==> src/rtl/msb_codec_pkg.sv <==
// Shared definitions for the MSB index codec: decoder state encoding, default width,
// and one-hot / thermometer helpers used on both the encoder and decoder side.
package msb_codec_pkg;

    typedef enum logic {
        ACCUM = 1'b0,
        HOLD  = 1'b1
    } state_t;

    localparam int DEF_W  = 8;
    localparam int DEF_IW = $clog2(DEF_W);

    function automatic logic [DEF_W-1:0] onehot(input logic [DEF_IW-1:0] idx);
        return DEF_W'(1) << idx;
    endfunction

    // Computed one bit wider so that idx = DEF_W-1 yields all ones after truncation.
    function automatic logic [DEF_W-1:0] therm(input logic [DEF_IW-1:0] idx);
        logic [DEF_W:0] t;
        t = ((DEF_W+1)'(2) << idx) - (DEF_W+1)'(1);
        return t[DEF_W-1:0];
    endfunction

endpackage

==> src/rtl/msb_index_decoder_idx_to_therm.sv <==
// Combinational index expander: produces the one-hot and thermometer
// (bits 0..idx set) vectors for a bit index.
module idx_to_therm #(
    parameter int W  = 8,
    parameter int IW = $clog2(W)
) (
    input  logic [IW-1:0] idx,
    output logic [W-1:0]  idx_onehot,
    output logic [W-1:0]  idx_therm
);

    for (genvar gi = 0; gi < W; gi++) begin : g_bit
        assign idx_onehot[gi] = (idx == IW'(gi));
        assign idx_therm[gi]  = (IW'(gi) <= idx);
    end

endmodule

==> src/rtl/msb_index_decoder.sv <==
// Rebuilds W-bit words from a stream of bit indices: each frame closed by idx_last
// is OR-accumulated, then held with a thermometer mask and index count until taken.
module msb_index_decoder
    import msb_codec_pkg::*;
#(
    parameter int W = DEF_W,
    localparam int IW = $clog2(W)
) (
    input  logic          clock,
    input  logic          reset,
    input  logic [IW-1:0] idx,
    input  logic          idx_valid,
    input  logic          idx_last,
    output logic          idx_ready,
    input  logic          flush,
    output logic [W-1:0]  word,
    output logic [W-1:0]  word_mask,
    output logic [IW:0]   word_count,
    output logic          word_valid,
    input  logic          word_ready
);

    localparam logic [IW:0] CNT_MAX = (IW+1)'(W);

    state_t        state_reg, state_next;
    logic [W-1:0]  acc_reg, acc_next;
    logic [IW-1:0] max_reg, max_next;
    logic          has_any_reg, has_any_next;
    logic [IW:0]   count_reg, count_next;
    logic [W-1:0]  word_reg, word_next;
    logic [W-1:0]  mask_reg, mask_next;
    logic [IW:0]   wcount_reg, wcount_next;

    logic [IW-1:0] max_new;
    logic [IW:0]   count_inc;
    logic [W-1:0]  idx_onehot;
    logic [W-1:0]  idx_therm_unused;
    logic [W-1:0]  max_onehot_unused;
    logic [W-1:0]  max_therm;

    assign max_new   = (has_any_reg && (max_reg > idx)) ? max_reg : idx;
    assign count_inc = (count_reg == CNT_MAX) ? CNT_MAX : count_reg + 1'b1;

    idx_to_therm #(.W(W), .IW(IW)) u_idx_exp (
        .idx        (idx),
        .idx_onehot (idx_onehot),
        .idx_therm  (idx_therm_unused)
    );

    // The mask follows the running maximum including the index being accepted now.
    idx_to_therm #(.W(W), .IW(IW)) u_max_exp (
        .idx        (max_new),
        .idx_onehot (max_onehot_unused),
        .idx_therm  (max_therm)
    );

    assign idx_ready  = (state_reg == ACCUM) && !flush;
    assign word_valid = (state_reg == HOLD);
    assign word       = word_reg;
    assign word_mask  = mask_reg;
    assign word_count = wcount_reg;

    always_comb begin
        state_next   = state_reg;
        acc_next     = acc_reg;
        max_next     = max_reg;
        has_any_next = has_any_reg;
        count_next   = count_reg;
        word_next    = word_reg;
        mask_next    = mask_reg;
        wcount_next  = wcount_reg;
        case (state_reg)
            ACCUM: begin
                if (flush) begin
                    acc_next     = '0;
                    has_any_next = 1'b0;
                    count_next   = '0;
                end else if (idx_valid) begin
                    if (idx_last) begin
                        word_next    = acc_reg | idx_onehot;
                        mask_next    = max_therm;
                        wcount_next  = count_inc;
                        state_next   = HOLD;
                        acc_next     = '0;
                        has_any_next = 1'b0;
                        count_next   = '0;
                    end else begin
                        acc_next     = acc_reg | idx_onehot;
                        max_next     = max_new;
                        has_any_next = 1'b1;
                        count_next   = count_inc;
                    end
                end
            end
            HOLD: begin
                if (word_ready) begin
                    state_next = ACCUM;
                end
            end
            default: state_next = ACCUM;
        endcase
    end

    always_ff @(posedge clock) begin
        if (reset) begin
            state_reg   <= ACCUM;
            acc_reg     <= '0;
            max_reg     <= '0;
            has_any_reg <= 1'b0;
            count_reg   <= '0;
            word_reg    <= '0;
            mask_reg    <= '0;
            wcount_reg  <= '0;
        end else begin
            state_reg   <= state_next;
            acc_reg     <= acc_next;
            max_reg     <= max_next;
            has_any_reg <= has_any_next;
            count_reg   <= count_next;
            word_reg    <= word_next;
            mask_reg    <= mask_next;
            wcount_reg  <= wcount_next;
        end
    end

endmodule
==> config.mk <==
export PLATFORM = sky130hd
export DESIGN_NAME = msb_index_decoder
export DESIGN_NICKNAME = d
export VERILOG_FILES = /design/src/rtl/msb_codec_pkg.sv /design/src/rtl/msb_index_decoder_idx_to_therm.sv /design/src/rtl/msb_index_decoder.sv
export SDC_FILE = /design/constraint.sdc
export NUM_CORES = 1
export LEC_CHECK = 0
export CORE_MARGIN = 2
export CORE_UTILIZATION = 40
export DETAILED_ROUTE_END_ITERATION = 6
export DONT_BUFFER_PORTS = 1
export PLACE_DENSITY = 0.54
export SYNTH_ARGS = -nofsm -noshare
export SYNTH_HDL_FRONTEND = slang
export SYNTH_HIERARCHICAL = 1
export SYNTH_SLANG_ARGS = --single-unit
==> constraint.sdc <==
create_clock -name clock -period 2.7 [get_ports clock]
set_input_delay 0.54 -clock clock [delete_from_list [all_inputs] [get_ports clock]]
set_output_delay 0.54 -clock clock [all_outputs]
set_load 0.005 [all_outputs]
==> impl_metrics.tcl, run 1 <==
set metrics [dict create \
    rr_startpoint "max_reg[0]" \
    drcViolationCount 0 \
    gp_congestion 0.765 \
    dp_hpwl_mm 2.48 \
    cp_max_fo 7 \
    cp.arrival_ns 2.44 \
    clk_pin_slew_ns 0.07 \
    die_h_um 69.6 \
    grt_pass1_vias 1191 \
    min_path_type "input pin to register" \
    fin_crit_sh 0.835 \
    fin_skew_ns 0.00528 \
    drv_slew 0 \
    post_drt_wl_per_cell_um 14.0 \
    setup_viol 0 \
    final_nets 209 \
    fin_setup_tns_ns 0 \
    die_area_um2 4840 \
    grt_pass1_wl_mm 5.74 \
    routed_wl_mm 3.43 \
    start_util 0.424 \
    relSlewSlack 0.529 \
    period_needed_ns 2.26 \
    nFillCells 395 \
    finalPower_uw 1020 \
    ys_warn_count 6 \
    ir_drop_v 0.000245 \
    worstSetupPathType "register to register" \
    clk_latency_ns 0.29 \
    wl_met1_mm 1.54 \
    dp.cells 238 \
    final_common_cell "dfxtp_1" \
    ant_nets 0 \
    r2r_end "word_mask[1]" \
    drt_iter0_markers 105 \
    cts-root-buf "clkbuf_8" \
    most-common-layout-cells "dfxtp_1, nor2_1, nand2_1" \
    cts_resized 0 \
    rsz0062_at_grt "false" \
    synthesis.nets 217 \
    syn-cell-area_um2 1720 \
    cts_buffers 5 \
    grt-ovfl-total 0 \
    powerDensity_nw_per_um2 579 \
    fmax_mhz 443 \
    tightest_slew_ns 0.706 \
    vias 1299 \
    dieWidth_um 69.6 \
    cts_tree "done" \
    met3_length_um 205 \
    whs_ns 0.320 \
    area_delta_synth_final_pct 2.91 \
    crit_path_start_kind "register" \
    cts_buffer_depth 2 \
    viasPerCell 5.28 \
    port-buffer-count 0 \
    cts_sinks 37 \
    n_antenna_cell 0 \
    top_layer "met4" \
    h-tree-depth 2 \
    r2r_cells 8 \
    wl_met2_mm 1.65 \
    fin_cells 246 \
    grt_max_degree 37 \
    synth_cells 203 \
    status "finished, final reports clean" \
    endpoint_kind "register" \
    antenna_found_initial 0 \
    holdPathStages 1 \
    grt.total_usage 0.148 \
    min_from "reset" \
    hold_viol 0 \
    reg2reg_slack_ns 0.44 \
    drtPass1Iterations 4 \
    leakagePower_uw 0.000662 \
    drive_above_1_share 0.0969 \
    cp.required_ns 2.88 \
    drv_cap 0 \
    rows 23 \
    cts-hold-fix-buffers 0 \
    syn_area_per_cell_um2 8.47 \
    ios 31 \
    core_area_um2 4060 \
    cts_setup_buffers 0 \
    holdPathEnd "word_mask[1]" \
]
-- worst max-delay path, cell delays in order (launching register included) --
cell	delay, ns
dfxtp_1	0.36
inv_1	0.06
ha_1	0.26
and3_1	0.18
nor3_1	0.35
mux2_2	0.43
or3_1	0.36
nand2_1	0.07
a21oi_1	0.07
-- cell type report --
cell class	count	area [um^2]	share of cell area
clock inverter	2	10.0	0.00566
inverter	6	22.5	0.0127
sequential	37	741	0.419
clock buffer	6	72.6	0.0410
multi-input combinational	143	846	0.478
timing repair buffer	2	15.0	0.00849
tap	50	62.6	0.0354
-- report_power, final --
part           leakage, uW  total, uW  internal [uW]  switching [uW]
Clock            0.0000450        369            179             191
Sequential        0.000300        576            563            13.2
Combinational     0.000316       79.3           36.2            43.2
-- per-stage QoR --
stage / worst slack (ns) / utilization / cell area (um^2)
after floorplan: 0.354 / - / 1720
after global placement: 0.331 / 0.416 / 1690
after detailed placement: 0.228 / 0.416 / 1690
after CTS: 0.439 / 0.436 / 1770
final: 0.444 / 0.436 / 1770
after global routing: 0.304 / 0.436 / 1770
-- how the worst max path moves through the flow --
stage                     cells after the start  slack, ns            to        from
after floorplan                              10       0.35  word_mask[7]      idx[2]
after global placement                        8       0.33  word_mask[1]      idx[2]
after detailed placement                      8       0.23  word_mask[1]      idx[2]
after CTS                                     8       0.44  word_mask[1]  max_reg[0]
after global routing                          8       0.30  word_mask[1]  max_reg[0]
final                                         8       0.44  word_mask[1]  max_reg[0]
-- per-layer routing --
layer,vias to the layer above,global-route usage
li1,663,-
met1,607,0.188
met2,25,0.230
met3,4,0.0654
met4,0,0.0392
met5,-,0
(Power assumes the default switching activity.)
==> run 2: changes to the inputs <==
PLACE_DENSITY = 0.56   (was 0.54)
clock period = 1.8 ns   (was 2.7 ns; I/O delays follow)
==> impl_metrics.tcl, run 2 (same netlist as run 1, synthesis figures left out) <==
set metrics [dict create \
    cts_sinks 37 \
    fin_area_um2 1970 \
    holdPathStages 1 \
    cp_max_fo 3 \
    clk_pin_slew_ns 0.07 \
    final_common_cell "dfxtp_1" \
    drtPass1Iterations 4 \
    drv_slew 0 \
    setup_viol 4 \
    holdPathEnd "word_mask[1]" \
    viasPerCell 5.17 \
    leakagePower_uw 0.000735 \
    cts_buffer_depth 2 \
    vias 1314 \
    h-tree-depth 2 \
    reg2reg_slack_ns -0.07 \
    cts-root-buf "clkbuf_8" \
    ios 31 \
    endpoint_kind "register" \
    grt_pass1_vias 1225 \
    rr_startpoint "max_reg[0]" \
    die_area_um2 4840 \
    area_delta_synth_final_pct 14.8 \
    final_util 0.487 \
    cts_buffers 5 \
    final_nets 217 \
    cts-hold-fix-buffers 0 \
    r2r_end "word_mask[1]" \
    failed_checks "setup timing" \
    powerDensity_nw_per_um2 885 \
    grt.total_usage 0.143 \
    gp_congestion 0.767 \
    cts_tree "done" \
    fin_crit_sh 1.04 \
    crit_path_start_kind "register" \
    period_needed_ns 1.87 \
    finalPower_uw 1750 \
    p_clk_frac 0.416 \
    cp.arrival_ns 2.04 \
    swShare 0.211 \
    clk_latency_ns 0.28 \
    whs_ns 0.148 \
    drv_cap 0 \
    worstSetupPathType "register to register" \
    drt_iter0_markers 56 \
    placed_area_um2 1830 \
    fmax_mhz 535 \
    grt_pass1_wl_mm 5.51 \
    hold_viol 0 \
    grt-ovfl-total 0 \
    die_h_um 69.6 \
    ant_nets 0 \
    worst_slack_ns -0.0694 \
    port-buffer-count 0 \
    most-common-layout-cells "dfxtp_1, nor2_1, nand2_1" \
    rsz0062_at_grt "true" \
    dieWidth_um 69.6 \
    internal_power_uw 1380 \
    drive_above_1_share 0.216 \
    min_from "reset" \
    p_sw_uw 369 \
    fin_skew_ns 0.00596 \
    n_antenna_cell 0 \
    core_area_um2 4060 \
    r2r_cells 8 \
    dp_hpwl_mm 2.49 \
    min_path_type "input pin to register" \
    p_comb_frac 0.089 \
    ir_drop_v 0.000379 \
    nFillCells 390 \
    antenna_found_initial 0 \
    start_util 0.424 \
    grt_max_degree 37 \
    drcViolationCount 0 \
    p_seq_frac 0.495 \
    rows 23 \
    cp.required_ns 1.97 \
    post_drt_wl_per_cell_um 13.4 \
    routed_wl_mm 3.40 \
    status "finished, violations left" \
]
-- run 2: cell types whose count changed in the layout (fill, tap and decap cells not counted), moves of 2 or more --
cell / before / now
and3_1: 4 / 2
and3_4: 0 / 2
buf_4: 2 / 8
buf_6: 0 / 2
clkinv_2: 2 / 0
dfxtp_1: 37 / 34
dfxtp_2: 0 / 3
ha_1: 5 / 2
ha_4: 0 / 3
inv_1: 6 / 2
inv_2: 0 / 3
mux2_2: 3 / 0
mux2_4: 0 / 3
-- run 2: how the worst max path moves through the flow --
stage,depth (start not counted),start,endpoint,slack (ns)
floorplan,10,idx[1],word_mask[7],-0.09
finish,8,max_reg[0],word_mask[1],-0.07
global placement,8,idx[1],word_mask[1],-0.08
detailed placement,8,idx[1],word_mask[1],-0.12
global route,7,max_reg[1],word_mask[1],-0.14
CTS,7,max_reg[1],word_mask[1],-0.09
-- run 2: layout make-up --
type / count / area, um^2 / area share
Timing Repair Buffer: 10 / 82.6 / 0.0418
Tap cell: 50 / 62.6 / 0.0317
Sequential cell: 37 / 744 / 0.377
Clock buffer: 7 / 86.3 / 0.0437
Clock inverter: 1 / 30.0 / 0.0152
Inverter: 6 / 30.0 / 0.0152
Multi-Input combinational cell: 143 / 938 / 0.475
-- run 2: worst max-delay path: stages, from the launching register on --
cell and delay [ns]:
dfxtp_2 0.33, inv_2 0.04, ha_4 0.20, and3_4 0.18, nor3_4 0.20, mux2_4 0.33, or3_1 0.36, nand2_1 0.08
a21oi_2 0.05
-- run 2: metrics by stage --
| stage | cells | setup TNS (ns) | worst slack, ns |
|---|---|---|---|
| after floorplan | 203 | -0.221 | -0.0912 |
| after global placement | 245 | -0.168 | -0.0846 |
| after detailed placement | 245 | -0.333 | -0.121 |
| after CTS | 254 | -0.164 | -0.0856 |
| after global routing | 254 | -0.525 | -0.145 |
| final | 254 | -0.119 | -0.0694 |
-- run 2: routing by layer --
metal  vias up  track usage  routed length [um]
met4         0       0.0458                  17
met1       603        0.168                1560
met5         -            0                   0
met2        29        0.233                1610
met3         2       0.0669                 212
li1        680            -                   -
-- run 2: power groups by stage --
| stage | combinational, uW | clock [uW] | sequential, uW |
|---|---|---|---|
| global route | 172 | 784 | 868 |
| floorplan | 150 | 0 | 879 |
| CTS | 155 | 747 | 866 |
| global placement | 147 | 0 | 883 |
| finish | 156 | 726 | 865 |
| detailed placement | 151 | 0 | 884 |
-- run 2: repair_timing --
item	CTS	global route
resized for setup	6	3
endpoints found under the setup margin	6	6
buffers inserted	1	0
pin swaps	1	3
==> run 3: changes to the inputs <==
ABC_CLOCK_PERIOD_IN_PS = 1800   (was unset)
SKIP_CTS_REPAIR_TIMING = 1   (was unset)
SLEW_MARGIN = 40   (was unset)
==> impl_metrics.tcl, run 3 (same netlist as run 1, synthesis figures left out) <==
set metrics [dict create \
    drv_cap 0 \
    crit_path_start_kind "register" \
    cp.required_ns 1.97 \
    final_nets 216 \
    setup_viol 4 \
    drcViolationCount 0 \
    failed_checks "setup timing" \
    most-common-layout-cells "dfxtp_1, nor2_1, nand2_1" \
    clk_pin_slew_ns 0.07 \
    placed_area_um2 1830 \
    n_antenna_cell 0 \
    drive_above_1_share 0.207 \
    start_util 0.424 \
    fin_cells 253 \
    fin_crit_sh 1.04 \
    grt-ovfl-total 0 \
    p_comb_frac 0.087 \
    p_clk_frac 0.417 \
    cp_max_fo 3 \
    ios 31 \
    port-buffer-count 0 \
    gp_congestion 0.767 \
    vias 1308 \
    drtPass1Iterations 4 \
    grt_pass1_wl_mm 5.48 \
    h-tree-depth 2 \
    ant_nets 0 \
    post_drt_wl_per_cell_um 13.3 \
    worst_slack_ns -0.0710 \
    die_h_um 69.6 \
    fmax_mhz 534 \
    dieWidth_um 69.6 \
    antenna_found_initial 0 \
    cts_sinks 37 \
    rows 23 \
    cts_tree "done" \
    die_area_um2 4840 \
    area_delta_synth_final_pct 13.8 \
    p_sw_uw 368 \
    cts-root-buf "clkbuf_8" \
    dp.cells 245 \
    endpoint_kind "register" \
    fin_skew_ns 0.00600 \
    p_seq_frac 0.496 \
    cts_buffers 5 \
    cp.arrival_ns 2.05 \
    fin_area_um2 1960 \
    rsz0062_at_grt "true" \
    powerDensity_nw_per_um2 890 \
    grt_max_degree 37 \
    grt_pass1_vias 1213 \
    status "finished, violations left" \
    swShare 0.211 \
    cts_buffer_depth 2 \
    ir_drop_v 0.000379 \
    final_common_cell "dfxtp_1" \
    min_path_type "input pin to register" \
    drv_slew 0 \
    grt.total_usage 0.143 \
    leakagePower_uw 0.000725 \
    hold_viol 0 \
    clk_latency_ns 0.28 \
    core_area_um2 4060 \
    internal_power_uw 1370 \
    period_needed_ns 1.87 \
    viasPerCell 5.17 \
    dp_hpwl_mm 2.49 \
    routed_wl_mm 3.37 \
    worstSetupPathType "register to register" \
    drt_iter0_markers 48 \
    nFillCells 392 \
]
-- run 3: worst paths after layout --
path                 from      endpoint  slack [ns]  depth (start not counted)
min reg2reg  word_mask[5]  word_mask[5]        0.47                          2
max            max_reg[1]  word_mask[1]       -0.07                          7
min                 reset  word_mask[1]        0.15                          1
max reg2reg    max_reg[1]  word_mask[1]       -0.07                          7
-- run 3: metrics by stage --
stage / hold WS (ns) / utilization / total power (uW) / setup TNS (ns) / setup WS (ns)
after global placement: 0.435 / 0.452 / 1030 / -0.168 / -0.0846
after CTS: 0.132 / 0.480 / 1760 / -0.298 / -0.115
after floorplan: 0.438 / - / 1030 / -0.221 / -0.0912
after detailed placement: 0.437 / 0.452 / 1030 / -0.333 / -0.121
final: 0.147 / 0.482 / 1740 / -0.0928 / -0.0710
after global routing: 0.124 / 0.482 / 1820 / -0.522 / -0.150
-- run 3: power by group through the flow --
| stage | combinational, uW | clock, uW | sequential (uW) |
|---|---|---|---|
| final | 151 | 726 | 865 |
| after global routing | 167 | 784 | 868 |
| after CTS | 151 | 747 | 865 |
| after detailed placement | 151 | 0 | 884 |
| after global placement | 147 | 0 | 883 |
| after floorplan | 150 | 0 | 879 |
-- run 3: layout make-up --
class / count / area [um^2] / share of cell area
Multi-Input combinational cell: 143 / 936 / 0.478
Sequential cell: 37 / 744 / 0.380
Clock buffer: 7 / 86.3 / 0.0441
Timing Repair Buffer: 9 / 67.6 / 0.0345
Tap cell: 50 / 62.6 / 0.0320
Clock inverter: 1 / 30.0 / 0.0153
Inverter: 6 / 30.0 / 0.0153
-- run 3: layer usage --
| metal | global-route usage | vias to the layer above | wire, um |
|---|---|---|---|
| met5 | 0 | - | 0 |
| met4 | 0.0458 | 0 | 17 |
| met3 | 0.0669 | 2 | 212 |
| met2 | 0.230 | 29 | 1580 |
| met1 | 0.168 | 599 | 1560 |
| li1 | - | 678 | - |
-- run 3: critical path, stage by stage, from the launching register on --
cell      delay (ns)
dfxtp_2         0.34
ha_4            0.28
a211oi_4        0.07
nor3_4          0.27
mux2_4          0.33
or3_1           0.36
nand2_1         0.08
a21oi_2         0.05
